## src/rtl/sha_msg_schedule.sv

```systemverilog
// SHA message-schedule expander: takes one 16-word block and streams W_0..W_{N-1}
// from a 16-word sliding window, SHA-1 / SHA-224/256 / SHA-384/512.
package sha;
  typedef logic [63:0]   word_t;
  typedef logic [1023:0] msg_t;

  typedef enum logic [2:0] {
    SHA1   = 3'd0,
    SHA224 = 3'd1,
    SHA256 = 3'd2,
    SHA384 = 3'd3,
    SHA512 = 3'd4
  } mode_t;

  function automatic logic [31:0] delta0_32(input logic [31:0] x);
    return {x[6:0], x[31:7]} ^ {x[17:0], x[31:18]} ^ (x >> 3);
  endfunction

  function automatic logic [31:0] delta1_32(input logic [31:0] x);
    return {x[16:0], x[31:17]} ^ {x[18:0], x[31:19]} ^ (x >> 10);
  endfunction

  function automatic logic [63:0] delta0_64(input logic [63:0] x);
    return {x[0], x[63:1]} ^ {x[7:0], x[63:8]} ^ (x >> 7);
  endfunction

  function automatic logic [63:0] delta1_64(input logic [63:0] x);
    return {x[18:0], x[63:19]} ^ {x[60:0], x[63:61]} ^ (x >> 6);
  endfunction
endpackage

module sha_msg_schedule
  import sha::*;
(
  input  logic       clk,
  input  logic       rst,
  input  logic       msg_valid,
  output logic       msg_ready,
  input  msg_t       msg,
  input  mode_t      mode,
  output logic       w_valid,
  input  logic       w_ready,
  output word_t      w,
  output logic [6:0] w_round,
  output logic       w_last,
  output logic       mode_err
);

  // Handshakes: a transfer happens on a rising edge where valid & ready are both
  // high; valid never depends on ready and the payload is held while valid & ~ready.

  typedef enum logic {IDLE, RUN} state_t;

  state_t          state_q, state_d;
  word_t [15:0]    win_q, win_d;
  logic  [6:0]     round_q, round_d;
  mode_t           mode_q, mode_d;
  logic            mode_err_q, mode_err_d;

  logic  [6:0]     last_idx;
  logic            load_is64;
  logic  [31:0]    sha1_x;
  logic  [31:0]    sum32;
  logic  [63:0]    sum64;
  word_t           next_w;

  assign last_idx  = (mode_q == SHA224 || mode_q == SHA256) ? 7'd63 : 7'd79;
  assign load_is64 = (mode == SHA384) || (mode == SHA512);

  // Next window word W_{t+16}, computed from the window holding W_t..W_{t+15}.
  always_comb begin
    sha1_x = win_q[13][31:0] ^ win_q[8][31:0] ^ win_q[2][31:0] ^ win_q[0][31:0];
    sum32  = delta1_32(win_q[14][31:0]) + win_q[9][31:0]
           + delta0_32(win_q[1][31:0]) + win_q[0][31:0];
    sum64  = delta1_64(win_q[14]) + win_q[9] + delta0_64(win_q[1]) + win_q[0];
    case (mode_q)
      SHA1:           next_w = {32'h0, sha1_x[30:0], sha1_x[31]};
      SHA224, SHA256: next_w = {32'h0, sum32};
      default:        next_w = sum64;
    endcase
  end

  always_comb begin
    state_d    = state_q;
    win_d      = win_q;
    round_d    = round_q;
    mode_d     = mode_q;
    mode_err_d = 1'b0;
    msg_ready  = (state_q == IDLE) && !rst;
    w_valid    = (state_q == RUN);
    w          = (state_q == RUN) ? win_q[0] : '0;
    w_round    = round_q;
    w_last     = (state_q == RUN) && (round_q == last_idx);

    case (state_q)
      IDLE: begin
        if (msg_valid && msg_ready) begin
          if (3'(mode) <= 3'd4) begin
            for (int j = 0; j < 16; j++) begin
              if (load_is64) win_d[j] = msg[1023 - 64*j -: 64];
              else           win_d[j] = {32'h0, msg[511 - 32*j -: 32]};
            end
            mode_d  = mode;
            round_d = 7'd0;
            state_d = RUN;
          end else begin
            mode_err_d = 1'b1;
          end
        end
      end
      RUN: begin
        if (w_ready) begin
          win_d = {next_w, win_q[15:1]};
          if (w_last) begin
            round_d = 7'd0;
            state_d = IDLE;
          end else begin
            round_d = round_q + 7'd1;
          end
        end
      end
      default: state_d = IDLE;
    endcase
  end

  assign mode_err = mode_err_q;

  always_ff @(posedge clk) begin
    if (rst) begin
      state_q    <= IDLE;
      win_q      <= '0;
      round_q    <= 7'd0;
      mode_q     <= SHA1;
      mode_err_q <= 1'b0;
    end else begin
      state_q    <= state_d;
      win_q      <= win_d;
      round_q    <= round_d;
      mode_q     <= mode_d;
      mode_err_q <= mode_err_d;
    end
  end

endmodule

```

## config.mk

```make
export PLATFORM = sky130hd
export DESIGN_NAME = sha_msg_schedule
export DESIGN_NICKNAME = d
export VERILOG_FILES = /design/src/rtl/sha_msg_schedule.sv
export SDC_FILE = /design/constraint.sdc
export NUM_CORES = 2
export LEC_CHECK = 0
export BUFFER_PORTS_ARGS = -buffer_cell sky130_fd_sc_hd__buf_4
export CAP_MARGIN = 5
export CELL_PAD_IN_SITES_DETAIL_PLACEMENT = 1
export CELL_PAD_IN_SITES_GLOBAL_PLACEMENT = 1
export CORE_AREA = 2 2 426 428
export DETAILED_ROUTE_END_ITERATION = 8
export DIE_AREA = 0 0 428 430
export HOLD_SLACK_MARGIN = 0.08
export PLACE_DENSITY = 0.72
export SLEW_MARGIN = 30
export SYNTH_ARGS = -nofsm -noshare
export SYNTH_HDL_FRONTEND = slang
export SYNTH_SLANG_ARGS = --single-unit
```

## constraint.sdc

```tcl
create_clock -name clk -period 6.7 [get_ports clk]
set_input_delay 1.005 -clock clk [delete_from_list [all_inputs] [get_ports clk]]
set_output_delay 1.005 -clock clk [all_outputs]
set_load 0.1 [all_outputs]
```

==> reports/metrics.yaml <==
setup_path:
  critPathBufInv: 1
  rrSetupSlack_ps: 700
  critPathTopFamily: "simple AND/OR/NAND/NOR gates"
  critPathRequiredTime_ps: 7400
  start_kind: "flop"
  arrival_ps: 6700
  worst-path-stages: 16
  r2r_end: "win_q[1013]$_SDFFE_PP0P_"
  worstSetupPathType: "reg2reg"
  slowest_delay_ps: 840
  cp_max_fo: 7
  critPathCaptureType: "flop"
  reg2regPathDepth: 16
  crit_chain: "xor2_1, xnor2_1, fa_1, fa_1, inv_1, ha_1, nand4_1, nor4_1, and3_1, o2111ai_1, o211a_1, or4_1, o211ai_1, xor2_1, a221oi_1, nor3_1"
  cp_slowest_cell: "nor4_1"
  timing.rr.start: "win_q[957]$_SDFFE_PP0P_"
pwr:
  ir_worst_vdd_mv: 0.197
  power_uw: 23500
  leakage_uw: 0.0344
  power_density_mw_per_mm2: 294
global_routing:
  grt_pass1_wl_mm: 607
  antenna_found_initial: 86
  grtUsageMet1_pct: 61.1
  grt_util_met2_pct: 67.7
  grt_use_total_pct: 47.6
  grt-busiest-layer: "met2"
  grt-ovfl-total: 0
  grt_max_degree: 197
  grt_pass1_vias: 72700
  use_met3_pct: 10.7
final_layout:
  fillers: 22400
  syn_to_final_growth_pct: 21.7
  final_common_cell: "a21oi_1"
  final_cell_mix: "a21oi_1 (1580), nor2_1 (1552), buf_4 (1235), nand2_1 (1055), dfxtp_1 (1035)"
  layout-drive-gt1-share_pct: 15.4
  final_nets: 11100
  multi_input_area_mm2: 0.0403
  regArea_mm2: 0.0207
timing:
  setup_tns_ps: 0
  finalClockSkew_ps: 38.1
  fin_crit_ps: 6000
  worst_slew_pin_slew_ps: 1180
  max_freq_mhz: 167
  rsz0062_at_grt: "no"
  drv_slew: 0
  relSlewSlack_pct: 21.3
  final_hold_viol_count: 0
  setup_viol: 0
  fin_crit_sh_pct: 89.6
route:
  drcViolationCount: 0
  dr.pass1.iters: 6
  viasPerCell: 6.23
  drtIter0Drc: 11100
  vias: 76700
  wl_per_cell_um: 37.1
  antenna_left: 0
  wirelength_mm: 457
min_path:
  whs_endpoint: "w_valid$_SDFF_PP0_"
  worstHoldStart: "w_ready"
  hp-class: "in2reg"
  whs_path_depth: 2
clock_tree:
  htreeDepth: 4
  clk_path_buf_depth: 3
  clock_latency_ps: 850
  cts-root-buf: "clkbuf_16"
  cts.repair.resized: 0
  clock_sinks: 1036
  postCtsSetupBuffers: 0
  path_clk_slew_ps: 60
  ctsHoldBuffers: 0
  cts_made_buffers: 130
  cts_tree: "yes"
synth:
  yosys_warnings: 0
  async_reset_ff_share_pct: 0
  synth_edf_count: 0
  synth_fa_ha_area_share_pct: 7.55
  synth_compound_area_share_pct: 22.1
  yosys.area_share.xor_xnor_pct: 7.11
  yosysTopAreaCell: "dfxtp_1"
  synth_top_family_by_area: "simple AND/OR/NAND/NOR gates"
  yosys.area_share.simple_pct: 24.3
  synth_cell_types: 76
  synthFlopType: "dfxtp_1"
  synthesis.area_mm2: 0.0657
  ys_seq_elements: 1036
  syn_inst: 9295
  synthMuxAreaShare_pct: 0.0152
  ys_seq_area_share_pct: 31.6
  yosysTopAreaCellShare_pct: 31.6
  syn_area_per_cell_um2: 7.07
  syn_nets: 10600
  synth_area_leaders: "dfxtp_1 (32%), a21oi_1 (12%), nor2_1 (8.9%), a211oi_1 (6.4%), nand2_1 (6.0%)"
floorplan:
  core_mm2: 0.180
  die_h_um: 430
  rows: 156
  die-area_mm2: 0.184
  start_util_pct: 36.6
  pin_count: 1106
  die_width_um: 428
placement:
  place_congestion: 1.09
  dp_hpwl_mm: 364
  portBuffers: 1105
flow_run:
  cap_violations: 0
status:
  status: "complete, no violations"
==> cells by family after synthesis <==
kind of cell	count (synthesis)
AO/OA/AOI/OAI	2468
XOR/XNOR	534
adder cells (fa/ha/maj)	284
buffers and inverters	1282
flip-flops	1036
multiplexers	1
AND/OR/NAND/NOR	3690
==> per-stage QoR <==
stage | hold WS (ps) | area, um^2 | cells | utilization, % | worst slack (ps)
6_report | 375 | 80000 | 12300 | 44.5 | 699
5_1_grt | 369 | 79900 | 12300 | 44.5 | 647
4_1_cts | 335 | 79700 | 12300 | 44.3 | 787
3_5_place_dp | 453 | 75400 | 12000 | 42.0 | 836
3_3_place_gp | 442 | 75300 | 12000 | 41.9 | 901
2_1_floorplan | 420 | 65700 | 9295 | - | 2080
==> sequential cells by signal, summed over array words and instances, names as in the netlist <==
register	cells
win_q	1024
mode_err	1
mode_q	3
w_round	7
w_valid	1
==> how the worst max path moves through the flow <==
stage                                 start                       end  slack (ps)
detailed placement  win_q[942]$_SDFFE_PP0P_  win_q[1013]$_SDFFE_PP0P_         840
floorplan           w_round[0]$_SDFFE_PP0P_                    w_last        2080
CTS                 win_q[942]$_SDFFE_PP0P_  win_q[1013]$_SDFFE_PP0P_         790
finish              win_q[957]$_SDFFE_PP0P_  win_q[1013]$_SDFFE_PP0P_         700
global route        win_q[942]$_SDFFE_PP0P_  win_q[1013]$_SDFFE_PP0P_         650
global placement    win_q[942]$_SDFFE_PP0P_  win_q[1013]$_SDFFE_PP0P_         900
==> where the power goes <==
part	internal, uW	switching [uW]
Clock	4180	3190
Sequential	6620	638
Combinational	2840	6030
Total	13600	9850
==> synth_stat cells, types with 9 or more instances <==
| cell type | number |
|---|---|
| nor2_1 | 1555 |
| o211ai_1 | 21 |
| buf_1 | 26 |
| fa_1 | 188 |
| nand3_1 | 26 |
| a21oi_1 | 1588 |
| o21bai_1 | 17 |
| xor2_1 | 196 |
| a22oi_1 | 12 |
| and2_1 | 13 |
| o21ai_0 | 66 |
| a211oi_1 | 559 |
| ha_1 | 96 |
| o31ai_1 | 9 |
| nand2b_1 | 9 |
| a31oi_1 | 17 |
| nand4_1 | 28 |
| nor3_1 | 465 |
| dfxtp_1 | 1036 |
| a21o_1 | 40 |
| nor2b_1 | 14 |
| a221oi_1 | 25 |
| nor4_1 | 12 |
| clkbuf_1 | 857 |
| buf_2 | 21 |
| o21a_1 | 14 |
| and3_1 | 491 |
| xnor2_1 | 338 |
| o221ai_1 | 25 |
| nand2_1 | 1055 |
| o22ai_1 | 14 |
| inv_1 | 377 |
==> cell type report <==
class | count | area share (%)
antenna | 56 | 0.175
clock buffer | 195 | 4.90
clock inverter | 35 | 0.454
inverter | 377 | 1.78
multi-input combinational | 6977 | 50.4
sequential | 1036 | 25.9
tap | 2370 | 3.71
timing repair buffer | 1278 | 12.7
==> routing by layer <==
metal | vias to the layer above | share of wire [%]
li1 | 32500 | -
met1 | 38200 | 39
met2 | 4911 | 41
met3 | 1102 | 10
met4 | 26 | 9.8
met5 | - | 0.038
==> worst reg2reg max path, delay by kind of cell, from the launching register on <==
family	cells	cell delay [ps]
xor+xnor	3	750
flops	1	600
simple gates	5	2060
fa+ha+maj	3	1540
buf+inv	1	40
compound gates	4	880
Note: power is estimated with default switching activity, not from simulation.
